### src/rtl/spi_flash_arbiter.sv
`default_nettype none
// ============================================================================
// Module   : spi_flash_arbiter
// Purpose  : Shares one SPI flash bus between two masters. Master 0 is the
//            DFU flash programmer and master 1 is a secondary reader. The bus
//            is granted to one master at a time with round-robin tie
//            breaking. While a master holds the grant, its SPI signals are
//            routed straight to the pins. Between grants the bus is parked
//            (csel high) for GUARD_CYCLES cycles.
//
// Parameters:
//   GUARD_CYCLES   - parked cycles between consecutive grants (1..255)
//   TIMEOUT_CYCLES - maximum cycles a single grant may be held (1..65535);
//                    only active when SPI_ARB_TIMEOUT_EN is defined
//
// Ports:
//   clk, reset               - system clock, async active-high reset
//   m0_req / m1_req          - bus request, held for the whole transaction
//   m0_gnt / m1_gnt          - grant, decoded from the state register
//   m0_csel/m0_sck/m0_mosi   - master 0 SPI outputs (csel active low)
//   m1_csel/m1_sck/m1_mosi   - master 1 SPI outputs (csel active low)
//   m0_miso / m1_miso        - flash data back to the granted master, else 0
//   spi_csel/spi_clk/spi_mosi- flash pins, parked as 1/0/0 when not granted
//   spi_miso                 - flash data pin
//   busy                     - high whenever the arbiter is not idle
//   timeout_err              - one-cycle pulse when the watchdog revokes
//
// Build option:
//   SPI_ARB_TIMEOUT_EN - enables the grant-hold watchdog with lockout.
//                        Undefined: grants are held indefinitely and
//                        timeout_err is tied low.
//
// Revision : 1.0 - initial release
// ============================================================================
module spi_flash_arbiter #(
  parameter int unsigned GUARD_CYCLES   = 4,
  parameter int unsigned TIMEOUT_CYCLES = 65535
) (
  input  logic clk,
  input  logic reset,
  input  logic m0_req,
  input  logic m1_req,
  output logic m0_gnt,
  output logic m1_gnt,
  input  logic m0_csel,
  input  logic m1_csel,
  input  logic m0_sck,
  input  logic m1_sck,
  input  logic m0_mosi,
  input  logic m1_mosi,
  output logic m0_miso,
  output logic m1_miso,
  output logic spi_csel,
  output logic spi_clk,
  output logic spi_mosi,
  input  logic spi_miso,
  output logic busy,
  output logic timeout_err
);

  // --------------------------------------------------------------------------
  // Elaboration-time parameter range checks
  // --------------------------------------------------------------------------
  if ((GUARD_CYCLES < 1) || (GUARD_CYCLES > 255)) begin : g_bad_guard
    $error("spi_flash_arbiter: GUARD_CYCLES must be in 1..255");
  end

  if ((TIMEOUT_CYCLES < 1) || (TIMEOUT_CYCLES > 65535)) begin : g_bad_timeout
    $error("spi_flash_arbiter: TIMEOUT_CYCLES must be in 1..65535");
  end

  // --------------------------------------------------------------------------
  // State encoding
  // --------------------------------------------------------------------------
  typedef enum logic [1:0] {
    S_IDLE  = 2'd0,
    S_GNT0  = 2'd1,
    S_GNT1  = 2'd2,
    S_GUARD = 2'd3
  } state_t;

  // Guard counter counts down to 0, so it is loaded with one less than the
  // number of parked cycles wanted.
  localparam logic [7:0] c_GUARD_LOAD = 8'(GUARD_CYCLES - 1);

  state_t      r_state;
  state_t      w_state_nxt;
  logic        r_last;        // master granted most recently
  logic        w_last_nxt;
  logic [7:0]  r_guard_cnt;
  logic [7:0]  w_guard_cnt_nxt;

  logic        w_rel0;        // master 0 voluntarily releasing
  logic        w_rel1;        // master 1 voluntarily releasing
  logic        w_want0;       // master 0 eligible for a grant in IDLE
  logic        w_want1;       // master 1 eligible for a grant in IDLE
  logic        w_to0;         // watchdog revoking master 0
  logic        w_to1;         // watchdog revoking master 1

  // A grant is only released once the master has both dropped its request
  // and raised chip-select, so a late req drop never cuts a command short.
  assign w_rel0 = ~m0_req & m0_csel;
  assign w_rel1 = ~m1_req & m1_csel;

`ifdef SPI_ARB_TIMEOUT_EN
  // --------------------------------------------------------------------------
  // Grant-hold watchdog
  // --------------------------------------------------------------------------
  // The counter holds the number of completed cycles in the current grant.
  // Revoking when it equals TIMEOUT_CYCLES-1 makes the edge that ends the
  // TIMEOUT_CYCLES-th granted cycle the one that parks the bus.
  localparam logic [15:0] c_HOLD_LIMIT = 16'(TIMEOUT_CYCLES - 1);

  logic [15:0] r_hold_cnt;
  logic        r_lock0;       // master 0 locked out after a timeout
  logic        r_lock1;       // master 1 locked out after a timeout
  logic        r_timeout_err;
  logic        w_in_gnt;
  logic        w_hold_expired;

  assign w_in_gnt       = (r_state == S_GNT0) || (r_state == S_GNT1);
  assign w_hold_expired = (r_hold_cnt == c_HOLD_LIMIT);

  // A voluntary release in the same cycle takes priority, so no error is
  // flagged for a master that finished just in time.
  assign w_to0 = (r_state == S_GNT0) && w_hold_expired && !w_rel0;
  assign w_to1 = (r_state == S_GNT1) && w_hold_expired && !w_rel1;

  assign w_want0 = m0_req & ~r_lock0;
  assign w_want1 = m1_req & ~r_lock1;

  always_ff @(posedge clk or posedge reset) begin
    if (reset) begin
      r_hold_cnt    <= '0;
      r_lock0       <= 1'b0;
      r_lock1       <= 1'b0;
      r_timeout_err <= 1'b0;
    end else begin
      // Clears whenever no grant is held, so each grant starts from zero.
      r_hold_cnt    <= w_in_gnt ? (r_hold_cnt + 16'd1) : 16'd0;
      r_timeout_err <= w_to0 | w_to1;

      // Lockout persists until the offending master drops req for a cycle.
      if (w_to0) begin
        r_lock0 <= 1'b1;
      end else if (!m0_req) begin
        r_lock0 <= 1'b0;
      end

      if (w_to1) begin
        r_lock1 <= 1'b1;
      end else if (!m1_req) begin
        r_lock1 <= 1'b0;
      end
    end
  end

  assign timeout_err = r_timeout_err;
`else
  assign w_to0       = 1'b0;
  assign w_to1       = 1'b0;
  assign w_want0     = m0_req;
  assign w_want1     = m1_req;
  assign timeout_err = 1'b0;
`endif

  // --------------------------------------------------------------------------
  // State register
  // --------------------------------------------------------------------------
  always_ff @(posedge clk or posedge reset) begin
    if (reset) begin
      r_state     <= S_IDLE;
      r_last      <= 1'b1;      // master 0 wins the first tie
      r_guard_cnt <= '0;
    end else begin
      r_state     <= w_state_nxt;
      r_last      <= w_last_nxt;
      r_guard_cnt <= w_guard_cnt_nxt;
    end
  end

  // --------------------------------------------------------------------------
  // Next-state logic
  // --------------------------------------------------------------------------
  always_comb begin
    w_state_nxt     = r_state;
    w_last_nxt      = r_last;
    w_guard_cnt_nxt = r_guard_cnt;

    case (r_state)
      S_IDLE: begin
        if (w_want0 && w_want1) begin
          // Tie: the master not granted most recently goes first.
          w_state_nxt = r_last ? S_GNT0 : S_GNT1;
        end else if (w_want0) begin
          w_state_nxt = S_GNT0;
        end else if (w_want1) begin
          w_state_nxt = S_GNT1;
        end
      end

      S_GNT0: begin
        if (w_rel0 || w_to0) begin
          w_state_nxt     = S_GUARD;
          w_last_nxt      = 1'b0;
          w_guard_cnt_nxt = c_GUARD_LOAD;
        end
      end

      S_GNT1: begin
        if (w_rel1 || w_to1) begin
          w_state_nxt     = S_GUARD;
          w_last_nxt      = 1'b1;
          w_guard_cnt_nxt = c_GUARD_LOAD;
        end
      end

      S_GUARD: begin
        // Requests arriving here stay pending and are arbitrated in IDLE.
        if (r_guard_cnt == 8'd0) begin
          w_state_nxt = S_IDLE;
        end else begin
          w_guard_cnt_nxt = r_guard_cnt - 8'd1;
        end
      end

      default: begin
        w_state_nxt = S_IDLE;
      end
    endcase
  end

  // --------------------------------------------------------------------------
  // Outputs
  // --------------------------------------------------------------------------
  // Grants come straight from the state register: no path from req to gnt,
  // and an asynchronous reset drops them without waiting for a clock edge.
  assign m0_gnt = (r_state == S_GNT0);
  assign m1_gnt = (r_state == S_GNT1);
  assign busy   = (r_state != S_IDLE);

  // Pin routing is purely combinational so the SPI path adds no latency.
  always_comb begin
    spi_csel = 1'b1;
    spi_clk  = 1'b0;
    spi_mosi = 1'b0;
    m0_miso  = 1'b0;
    m1_miso  = 1'b0;

    case (r_state)
      S_GNT0: begin
        spi_csel = m0_csel;
        spi_clk  = m0_sck;
        spi_mosi = m0_mosi;
        m0_miso  = spi_miso;
      end
      S_GNT1: begin
        spi_csel = m1_csel;
        spi_clk  = m1_sck;
        spi_mosi = m1_mosi;
        m1_miso  = spi_miso;
      end
      default: begin
      end
    endcase
  end

endmodule
`default_nettype wire

### config.mk
export PLATFORM = sky130hd
export DESIGN_NAME = spi_flash_arbiter
export DESIGN_NICKNAME = d
export VERILOG_FILES = /design/src/rtl/spi_flash_arbiter.sv
export SDC_FILE = /design/constraint.sdc
export NUM_CORES = 1
export LEC_CHECK = 0
export BUFFER_PORTS_ARGS = -buffer_cell sky130_fd_sc_hd__buf_2
export CAP_MARGIN = 10
export CORE_MARGIN = 5
export CORE_UTILIZATION = 40
export CTS_BUF_LIST = sky130_fd_sc_hd__clkbuf_8
export DETAILED_ROUTE_END_ITERATION = 10
export PLACE_DENSITY = 0.7
export RECOVER_POWER = 100
export SYNTH_ARGS = -nofsm -noshare
export SYNTH_HDL_FRONTEND = slang
export SYNTH_SLANG_ARGS = --single-unit
### constraint.sdc
create_clock -name clk -period 1.7 [get_ports clk]
set_input_delay 0.17 -clock clk [delete_from_list [all_inputs] [get_ports clk]]
set_output_delay 0.17 -clock clk [all_outputs]
set_load 0.02 [all_outputs]
---- Word-level counts from Yosys, hierarchy flattened ----
Index checks and enable logic that the tools add are counted.
word-level totals
  register bits after elaboration ......... 11
  output and inout port bits .............. 9
  input port bits ......................... 11
cells by class
  add/sub/neg operators ................... 1
  reductions and logical operators ........ 9
  bitwise operators ....................... 4
  mux-type cells .......................... 20
  eq/ne operators ......................... 8
operators by type and width
  kind                                                                   number
  8-bit two-way mux                                                      3
  8-bit one-hot mux with 3 select lines                                  1
  2-bit two-way mux                                                      7
  8-bit zero test                                                        1
  1-bit one-hot mux with 2 select lines                                  4
  2-bit one-hot mux with 4 select lines                                  1
  4-bit AND reduction                                                    2
  8-bit by 1-bit subtractor with 8-bit output, second input constant     1
  2-bit equality test, second input constant                             2
  1-bit two-way mux                                                      4
  2-bit by 1-bit != test with 1-bit output, second input constant        2
  2-bit != test, second input constant                                   2
  4-bit != test, second input constant                                   1
  2-bit nonzero test                                                     2
  3-bit AND reduction                                                    1
  3-bit nonzero test                                                     1
  1-bit bitwise AND                                                      2
  2-bit by 1-bit equality test with 1-bit output, second input constant  1
  2-bit zero test                                                        1
  1-bit NOT                                                              2
  1-bit logical AND                                                      1

---- Longest topological paths before layout ----
  word-level depth ........................ 4
  mapped depth ............................ 6
  gate-level depth less buffers ........... 6

---- Least setup slack after synthesis ----
No wires, ideal clock.
  kind .................................... register to register
  from .................................... reg r_state[0]
  to ...................................... reg r_state[0]
  stages on the path, launching flop included .. 7
  required time ........................... 1575 ps
  data arrival time ....................... 1538 ps
  path slack .............................. 37 ps
  cells stage by stage .................... dfrtp_1 inv_1 ha_1 inv_2 or3_1 nand3b_4 mux2_4
on the way
  longest elaborated chain between the ends .. 3
ends and longest elaborated chain
  element                                                 line  source
  start: declaration                                      86    state_t r_state;
  start signal: assignment                                176   r_state <= w_state_nxt;
  2-bit equality test (tied with other cells)             190   case (r_state)
  2-bit != test (no source line) (tied with other cells)  --
  4-bit AND reduction (no source line)                    --
Several ways; a longest one is shown, not always the timed one.
A chain may end at the register's enable or synchronous reset.

---- Worst setup path in the final report ----
  from .................................... reg r_state[1]
  to ...................................... out spi_csel
on the way
  longest elaborated chain between the ends .. 2
ends and longest elaborated chain
  element                                                                                       line  source
  2-bit equality test / 2-bit by 1-bit equality test with 1-bit output (equally long branches)  250   case (r_state)
  1-bit one-hot mux with 2 select lines (*)                                                     250
  end: declaration                                                                              53    output logic spi_csel,
Every way passes the cells marked *; elsewhere a longest branch is shown, timed or not.

==> run metrics <==
largest net degree at the start of global routing 12; first-pass GRT wire length around 2700 um; routed vias/inst 4.96; Cell Area, Synth ~790 um^2; FF-to-FF path depth 7; slowest cell on the critical path dfrtp_1; # port buffers 18; clock slew at reported path FFs 0.04 ns; die height 54.5 um; CP delay by family, top flip-flops; Pwr Density between 1500 and 2000 nW/um^2; slowest stage delay, CP ~0.41 ns; WHS Path Cells 4; dpl cell area ~930 um^2; Core ar. 1920 um^2; detailed placement HPWL 1280 um; Final Hold Fails 0; Seq/Total Area, Yosys 0.349; DR iter-0 viols 9; skew final around 0.0094 ns; WP data arrival 1.48 ns; Routed Antenna Nets 0; routability cong. 0.799; Max Root-Sink Buffers 2; CTS Sinks 11; syn nets 98; Warnings, synthesis 0; Levels on crit path 5; layout cell share with drive strength beyond 1 0.423; initial antenna violation count 0; R2R Setup Slk ~0.06 ns; Final min period ~1.7 ns; post-synth cell types 32; status complete, no violations; Skew-Pair Late Insertion Delay 0.24 ns; Synth-to-Final Area Change 37.7%; overall routing resource usage 0.127; Most used DFF post-synth dfrtp_1; design area ~1100 um^2; Crit Path Max Fanout 4; H-tree levels 1; Yosys reg bits 11; crit path launch type register; worst hold margin ~0.36 ns; Initial Util 0.413; clock buffer count from CTS 3; Row Count 16; EDFF count, synth 0; number of remaining DRC errors 0; number of global-route vias before repair approximately 650; peak supply drop ~1.3 mV; total wire length approximately 1700 um; via count a little under 700; Die Wd between 50 and 60 um; static leakage roughly 0.57 nW; Post-Synthesis Cells 81; total gr overflow 0; Die Area 2970 um^2; Tcrit/Tclk final 0.972; MaxCap Viol Count 0; endpoints failing setup 0; CTS tree done; Hold Crit Class input port to register; DR WL/cell 12.2 um; antenna diode count 0; Filler cells 177; Slew Viols, Final 0; asr flop ratio synth 1.00; RSZ-0062 raised after global routing true; CTS Root Cell clkbuf_8; fmax ~600 MHz; critical path data required time about 1.5 ns; 1st-pass router iterations 4; Ports 20; CP endpoint kind output port; Crit path buffers/inverters 3; CP Cell Sequence inv_2 > ha_4 > inv_4 > a221o_1 > buf_6; Final nets ~130; syn avg cell area 9.79 um^2; critical path type register to output port
## per-stage QoR
| step | total power [mW] | setup TNS (ns) | util | setup slack [ns] | std cells |
|---|---|---|---|---|---|
| detailed placement | 1.53 | 0 | 0.482 | 0.0104 | 127 |
| global placement | 1.51 | 0 | 0.482 | 0.0547 | 127 |
| floorplan | 1.23 | 0 | - | 0.0366 | 81 |
| CTS | 1.92 | 0 | 0.537 | 0.00300 | 135 |
| global route | 2.27 | -0.0677 | 0.568 | -0.0389 | 138 |
| finish | 2.13 | 0 | 0.568 | 0.0470 | 138 |
## worst register-to-register path, cell delays in order (launching register included)
cell and delay, ns:
dfrtp_1 0.41, inv_2 0.10, ha_4 0.30, buf_4 0.12, nand2b_4 0.05, a221o_1 0.36, nand2_1 0.11, mux2i_1 0.07
## worst paths after layout
check,from,end
worst max register to register,r_state[1],r_guard_cnt[5]
worst min register to register,r_guard_cnt[7],r_guard_cnt[7]
worst min-delay path,m0_req,r_state[1]
worst max-delay path,r_state[1],spi_csel
max in group asynchronous,reset,r_last
min in group asynchronous,reset,r_state[0]
## cells in the mapped netlist, types with 2 or more instances
cell type | instances | share of area
dfrtp_1 | 10 | 0.32
inv_1 | 8 | 0.038
mux2i_1 | 7 | 0.088
nand2_1 | 7 | 0.033
ha_1 | 6 | 0.095
nor2_1 | 5 | 0.024
nand4_1 | 4 | 0.032
a211oi_1 | 2 | 0.019
a221o_1 | 2 | 0.025
a22oi_1 | 2 | 0.019
a31oi_1 | 2 | 0.016
and2_1 | 2 | 0.016
buf_4 | 2 | 0.019
nand2b_1 | 2 | 0.016
nand3_1 | 2 | 0.013
o21ai_0 | 2 | 0.013
## state kept, by name (all words and copies together) (netlist names)
register	count
r_last	1
r_state	2
r_guard_cnt	8
## cells in the final DEF, fill, tap and decap left out, drive strengths merged, types with 3 or more instances in the layout
cell	count
a22oi	3
buf	28
clkbuf	3
dfrtp	10
ha	6
inv	10
mux2i	7
nand2	7
nand2b	3
nand4	4
nor2	5
## per-layer routing
layer  wire, um  vias to the layer above  GRT usage
met2        889                        9      0.221
met1        736                      324      0.151
met5          0                        -          0
met4          8                        0     0.0249
li1           -                      350          -
met3         48                        2     0.0409
## cells by family after synthesis
family          after synthesis  share of synthesized area
compound gates               14                      0.150
fa+ha+maj                     6                     0.0946
mux                           9                      0.121
flops                        11                      0.349
other cells                   1                    0.00473
buf+inv                      12                     0.0678
simple gates                 28                      0.213
## repair_timing
item,4_1_cts,5_1_grt
resized for setup,4,10
setup buffers,3,3
hold buffers,1,0
endpoints found under the hold margin,10,0
pin swaps,0,5
setup endpoints to repair,5,8
## final cells by class
| class | count | area [um^2] | area share |
|---|---|---|---|
| clock inverters | 1 | 3.75 | 0.00344 |
| well taps | 27 | 33.8 | 0.0309 |
| flip-flops and latches | 11 | 277 | 0.253 |
| multi-input cells | 58 | 519 | 0.475 |
| repair buffers | 29 | 181 | 0.166 |
| clock buffers | 3 | 41.3 | 0.0378 |
| inverters | 9 | 36.3 | 0.0332 |
## where the power goes
part	leakage, nW	switching, mW	internal, mW
registers	0.137	0.0702	0.343
clock network	0.0269	0.0988	0.159
logic	0.406	0.744	0.714
No activity file was read; power rests on OpenSTA's default activity.
